### src/rtl/dffram_wb_bridge_if.sv
// Wishbone classic slave bus for the DFFRAM bridge; the master drives the
// request fields, the bridge returns read data and the acknowledge.
interface dffram_wb_bridge_if;
   logic        wb_cyc_i;
   logic        wb_stb_i;
   logic        wb_we_i;
   logic [3:0]  wb_sel_i;
   logic [31:0] wb_adr_i;
   logic [31:0] wb_dat_i;
   logic [31:0] wb_dat_o;
   logic        wb_ack_o;

   modport master (
      output wb_cyc_i, wb_stb_i, wb_we_i, wb_sel_i, wb_adr_i, wb_dat_i,
      input  wb_dat_o, wb_ack_o
   );

   modport slave (
      input  wb_cyc_i, wb_stb_i, wb_we_i, wb_sel_i, wb_adr_i, wb_dat_i,
      output wb_dat_o, wb_ack_o
   );
endinterface

### src/rtl/dffram_wb_bridge.sv
// Wishbone classic to 256x32 DFFRAM bridge: one-cycle-latency accesses and an
// optional post-reset sweep that zeroes every word before the bus is served.
module dffram_wb_bridge #(
   parameter bit CLEAR_ON_RESET = 1'b1
) (
   input  logic                     CLK,
   input  logic                     RST_N,
   dffram_wb_bridge_if.slave        wb,
   output logic                     ram_en,
   output logic [3:0]               ram_we,
   output logic [7:0]               ram_a,
   output logic [31:0]              ram_di,
   input  logic [31:0]              ram_do,
   output logic                     init_busy
);

   typedef enum logic [1:0] {
      START = 2'd0,
      CLEAR = 2'd1,
      IDLE  = 2'd2,
      ACK   = 2'd3
   } state_t;

   state_t     state;
   logic [7:0] cnt;
   logic       rd_q;
   logic       req;
   logic       unused_adr;

   assign req        = wb.wb_cyc_i & wb.wb_stb_i;
   assign unused_adr = ^{wb.wb_adr_i[31:10], wb.wb_adr_i[1:0]};

   // cnt parks at 255 when the sweep ends so it can never start a second pass
   always_ff @(posedge CLK or negedge RST_N) begin
      if (!RST_N) begin
         state <= START;
         cnt   <= 8'd0;
         rd_q  <= 1'b0;
      end else begin
         case (state)
            START: state <= CLEAR_ON_RESET ? CLEAR : IDLE;
            CLEAR: begin
               if (cnt == 8'hFF) state <= IDLE;
               else              cnt   <= cnt + 8'd1;
            end
            IDLE: begin
               if (req) begin
                  state <= ACK;
                  rd_q  <= ~wb.wb_we_i;
               end
            end
            ACK:     state <= IDLE;
            default: state <= START;
         endcase
      end
   end

   // RAM strobes are combinational so the RAM samples them on the same edge
   // that moves IDLE to ACK; ram_do then lands exactly in the ACK cycle.
   always_comb begin
      ram_en      = 1'b0;
      ram_we      = 4'h0;
      ram_a       = 8'h00;
      ram_di      = 32'h0;
      wb.wb_ack_o = 1'b0;
      wb.wb_dat_o = 32'h0;
      init_busy   = 1'b0;
      case (state)
         START: init_busy = CLEAR_ON_RESET;
         CLEAR: begin
            init_busy = 1'b1;
            ram_en    = 1'b1;
            ram_we    = 4'hF;
            ram_a     = cnt;
         end
         IDLE: begin
            if (req) begin
               ram_en = 1'b1;
               ram_a  = wb.wb_adr_i[9:2];
               ram_di = wb.wb_dat_i;
               ram_we = wb.wb_we_i ? wb.wb_sel_i : 4'h0;
            end
         end
         ACK: begin
            wb.wb_ack_o = req;
            if (rd_q) wb.wb_dat_o = ram_do;
         end
         default: ;
      endcase
   end

endmodule
### src/flat_wrapper.sv
// flat-port wrapper written by rule: the top's interface ports become plain ports
module dffram_wb_bridge_flat 
#(
   parameter bit CLEAR_ON_RESET = 1'b1
)
  (CLK, RST_N, ram_en, ram_we, ram_a, ram_di, ram_do, init_busy, wb_wb_cyc_i, wb_wb_stb_i, wb_wb_we_i, wb_wb_sel_i, wb_wb_adr_i, wb_wb_dat_i, wb_wb_dat_o, wb_wb_ack_o);
  dffram_wb_bridge_if wb_i ();
  input  logic CLK;
  input  logic RST_N;
  output logic ram_en;
  output logic [3:0] ram_we;
  output logic [7:0] ram_a;
  output logic [31:0] ram_di;
  input  logic [31:0] ram_do;
  output logic init_busy;
  input wire logic [$bits(wb_i.wb_cyc_i)-1:0] wb_wb_cyc_i;
  input wire logic [$bits(wb_i.wb_stb_i)-1:0] wb_wb_stb_i;
  input wire logic [$bits(wb_i.wb_we_i)-1:0] wb_wb_we_i;
  input wire logic [$bits(wb_i.wb_sel_i)-1:0] wb_wb_sel_i;
  input wire logic [$bits(wb_i.wb_adr_i)-1:0] wb_wb_adr_i;
  input wire logic [$bits(wb_i.wb_dat_i)-1:0] wb_wb_dat_i;
  output wire logic [$bits(wb_i.wb_dat_o)-1:0] wb_wb_dat_o;
  output wire logic [$bits(wb_i.wb_ack_o)-1:0] wb_wb_ack_o;
  assign wb_i.wb_cyc_i = wb_wb_cyc_i;
  assign wb_i.wb_stb_i = wb_wb_stb_i;
  assign wb_i.wb_we_i = wb_wb_we_i;
  assign wb_i.wb_sel_i = wb_wb_sel_i;
  assign wb_i.wb_adr_i = wb_wb_adr_i;
  assign wb_i.wb_dat_i = wb_wb_dat_i;
  assign wb_wb_dat_o = wb_i.wb_dat_o;
  assign wb_wb_ack_o = wb_i.wb_ack_o;
  dffram_wb_bridge #(.CLEAR_ON_RESET(CLEAR_ON_RESET)) u_core (.CLK(CLK), .RST_N(RST_N), .wb(wb_i), .ram_en(ram_en), .ram_we(ram_we), .ram_a(ram_a), .ram_di(ram_di), .ram_do(ram_do), .init_busy(init_busy));
endmodule
### config.mk
export PLATFORM = sky130hd
export DESIGN_NAME = dffram_wb_bridge_flat
export DESIGN_NICKNAME = d
export VERILOG_FILES = /design/src/rtl/dffram_wb_bridge_if.sv /design/src/rtl/dffram_wb_bridge.sv /design/src/flat_wrapper.sv
export SDC_FILE = /design/constraint.sdc
export NUM_CORES = 1
export LEC_CHECK = 0
export CORE_UTILIZATION = 25
export CTS_BUF_LIST = sky130_fd_sc_hd__clkbuf_4 sky130_fd_sc_hd__clkbuf_8
export DETAILED_ROUTE_END_ITERATION = 7
export PLACE_DENSITY = 0.84
export SYNTH_ARGS = -nofsm -noshare
export SYNTH_HDL_FRONTEND = slang
export SYNTH_SLANG_ARGS = --single-unit
### constraint.sdc
create_clock -name CLK -period 2.2 [get_ports CLK]
set_input_delay 0.22 -clock CLK [delete_from_list [all_inputs] [get_ports CLK]]
set_output_delay 0.22 -clock CLK [all_outputs]
set_load 0.01 [all_outputs]
==> results.md <==
* Final period util at 96.9%
* Worst Skew at 0.000498 ns
* Placed cells at 382
* Max Slew Vio Count at 0
* Nets at 436
* Final cell count without fillers at 391
* First-pass GRT wire length at 8300 um
* Worst Setup Path Type: reg -> out
* Critical Path Start: u_core.state[0]
* Post-synth EDFFs at 0
* Inserted Diodes at 0
* Post-route design area at 0.00314 mm2
* TritonRoute pass-1 iters at 4
* Yosys reg bits at 11
* Die ar. at 0.00541 mm2
* CTS root buffer: clkbuf_8
* Routed wire length at 5770 um
* Slew margin rel. at 66.4%
* Main synth FF type: dfrtp_1
* Initial Utilization at 26.6%
* CTS Buffer Depth at 2
* Measured slew at the worst slew-check pin at 0.502 ns
* Yosys top cell by area: dfrtp_1
* Post-Syn Area at 0.00128 mm2
* Status: finished, final reports clean
* CP max-delay cell: clkdlybuf4s50_1
* Synth-to-layout area growth at 145%
* Die X at 73.6 um
* Overall routing resource usage at 19.6%
* Hold WS at 0.314 ns
* # setup viols final at 0
* Final Hold Viols at 0
* Synth cell types at 30
* CTS tree: done
* Min cycle time layout at 2.13 ns
* CP endpoint kind: primary output
* FP Rows at 25
* Setup ws final at 0.0690 ns
* Clk slew on worst S/H paths at 0.05 ns
* Max-cap violations at 0
* LEAKAGE at 0.00194 uW
* Crit path largest cell delay at 0.53 ns
* Core Box Area at 0.00482 mm2
* R2r startpoint: u_core.state[1]
* Net Count, Synth at 275
* Clk_lat worst skew at 0.24 ns
* Routability cong. at 0.787
* Area contributors post-synth: dfrtp_1 22%, and3_1 17%, and2_1 16%
* Number of global-route vias before repair at 1716
* Largest net degree at the start of global routing at 34
* Min-Delay Path Class: in -> async
* Ports at 184
* Mapped Cells at 164
* Clock sink count at 11
* Fmax at 0.469 GHz
* Number of buffers created by CTS at 3
* Total grt overflow at 0
* Port bufs at 159
* Pre-CTS setup slack at 0.0367 ns
* Drt drc at 0
* Mapped Avg Cell Area at 7.80 um2
* Cell Chain, Critical Path: inv_2, ha_1, and3_4, buf_12, and2_1, clkdlybuf4s50_1
* Area after DPL at 0.00296 mm2
* Iter 0 DRT Violations at 69
* Routed WL per cell at 14.7 um
* Yosys Warn Count at 0
* Post-DP HPWL at 4430 um
* Die height at 73.6 um
* Cell Pwr Density at 709 mW/mm2
* Yosys top cell area share at 21.5%
* Clock H-tree levels at 1
* Post-synth ARST share at 100%
* Data required, critical path at 1.98 ns
* Initial antenna violation count at 0
* Layout cells sized above 1 at 8.95%
* Sequential fraction of the synthesis area at 21.5%
* Startpoint Class: register
* DRT antenna net count at 0
* Setup TNS at 0 ns
* Vias post-DR at 1815
* Critical path fanouts, max at 17
* VDD IR-drop max at 0.384 mV
* Critical path arrival at 1.91 ns
* Via density at 4.64
## state kept, by name (all words and copies together) (netlist names)
register and count:
u_core.cnt 8, u_core.rd_q 1, u_core.state 2
## power breakdown
group	total, uW	switching, uW	leakage (uW)	internal [uW]
sequential	383	104	0.000137	279
combinational	1620	713	0.00177	905
clock	221	80.7	0.0000262	140
## layout make-up
| cell class | count | area [um2] |
|---|---|---|
| fillers | 425 | 1680 |
| repair buffers | 170 | 1770 |
| multi-input cells | 137 | 952 |
| flip-flops and latches | 11 | 277 |
| inverters | 2 | 7.51 |
| clock buffers | 4 | 48.8 |
| well taps | 67 | 83.8 |
## cell usage after synthesis (2+ instances only)
library cell  instances
a21oi_1               4
a22oi_1               8
a31oi_1               4
and2_1               32
and3_1               35
buf_2                 4
clkbuf_1             10
dfrtp_1              11
ha_1                  6
inv_1                 2
mux2_2                2
nand2_1               5
nand2b_1              2
nand3_1               3
nand4_1               3
nor2_1                3
nor2b_1              12
o211ai_1              3
or2_2                 2
xor2_1                3
## routing by layer
layer | track usage (%) | vias up | part of all wire [%]
met5 | 0 | - | 0
met4 | 4.49 | 0 | 0.62
met1 | 23.9 | 839 | 38
li1 | - | 893 | -
met3 | 5.62 | 3 | 7.7
met2 | 33.8 | 80 | 54
## worst max-delay path, delay by kind of cell, from the launching register on
kind	cells	cell delay (ns)
buffers and inverters	3	0.76
DFF	1	0.38
and+or+nand+nor	2	0.34
adders and majority gates	1	0.17
## metrics by stage
step | util, % | power, uW
after floorplan | - | 1170
after global placement | 61.4 | 1940
after detailed placement | 61.4 | 1970
after CTS | 62.4 | 2200
after global routing | 65.1 | 2380
final | 65.1 | 2220
## logic make-up (layout without fill, tap and decap cells)
group	Yosys count	count (layout)	share of synthesized area, %
buf+inv	16	176	5.08
simple gates	99	99	47.0
compound gates	25	25	14.8
fa+ha+maj	6	6	5.86
flops	11	11	21.5
xor+xnor	3	3	2.05
mux	4	4	3.71
## layout by cell type, fill, tap and decap left out, types with 4 or more instances in the layout
| cell | count |
|---|---|
| nand2_1 | 5 |
| dfrtp_1 | 10 |
| a22oi_1 | 8 |
| and2_1 | 32 |
| clkdlybuf4s50_1 | 115 |
| and3_1 | 33 |
| buf_4 | 8 |
| a31oi_1 | 4 |
| nor2b_1 | 12 |
| a21oi_1 | 4 |
| dlymetal6s2s_1 | 33 |
| dlygate4sd2_1 | 11 |
| ha_1 | 5 |
## final timing paths
check                                  end  slack (ns)  cells after the start
setup / recovery                ram_di[10]        0.07                      6
hold / removal               u_core.cnt[5]        0.31                      1
setup reg to reg             u_core.cnt[7]        0.45                      6
hold reg to reg                u_core.rd_q        0.50                      2
max in group asynchronous  u_core.state[1]        1.52                      1
min in group CLK               u_core.rd_q        0.50                      2
## timing repair
item,in CTS,in global routing
endpoints found under the setup margin,45,48
buffers inserted,0,5
pin swaps,0,0
gates resized for setup,18,36
hold buffers,0,0
Note: power is estimated with default switching activity, not from simulation.
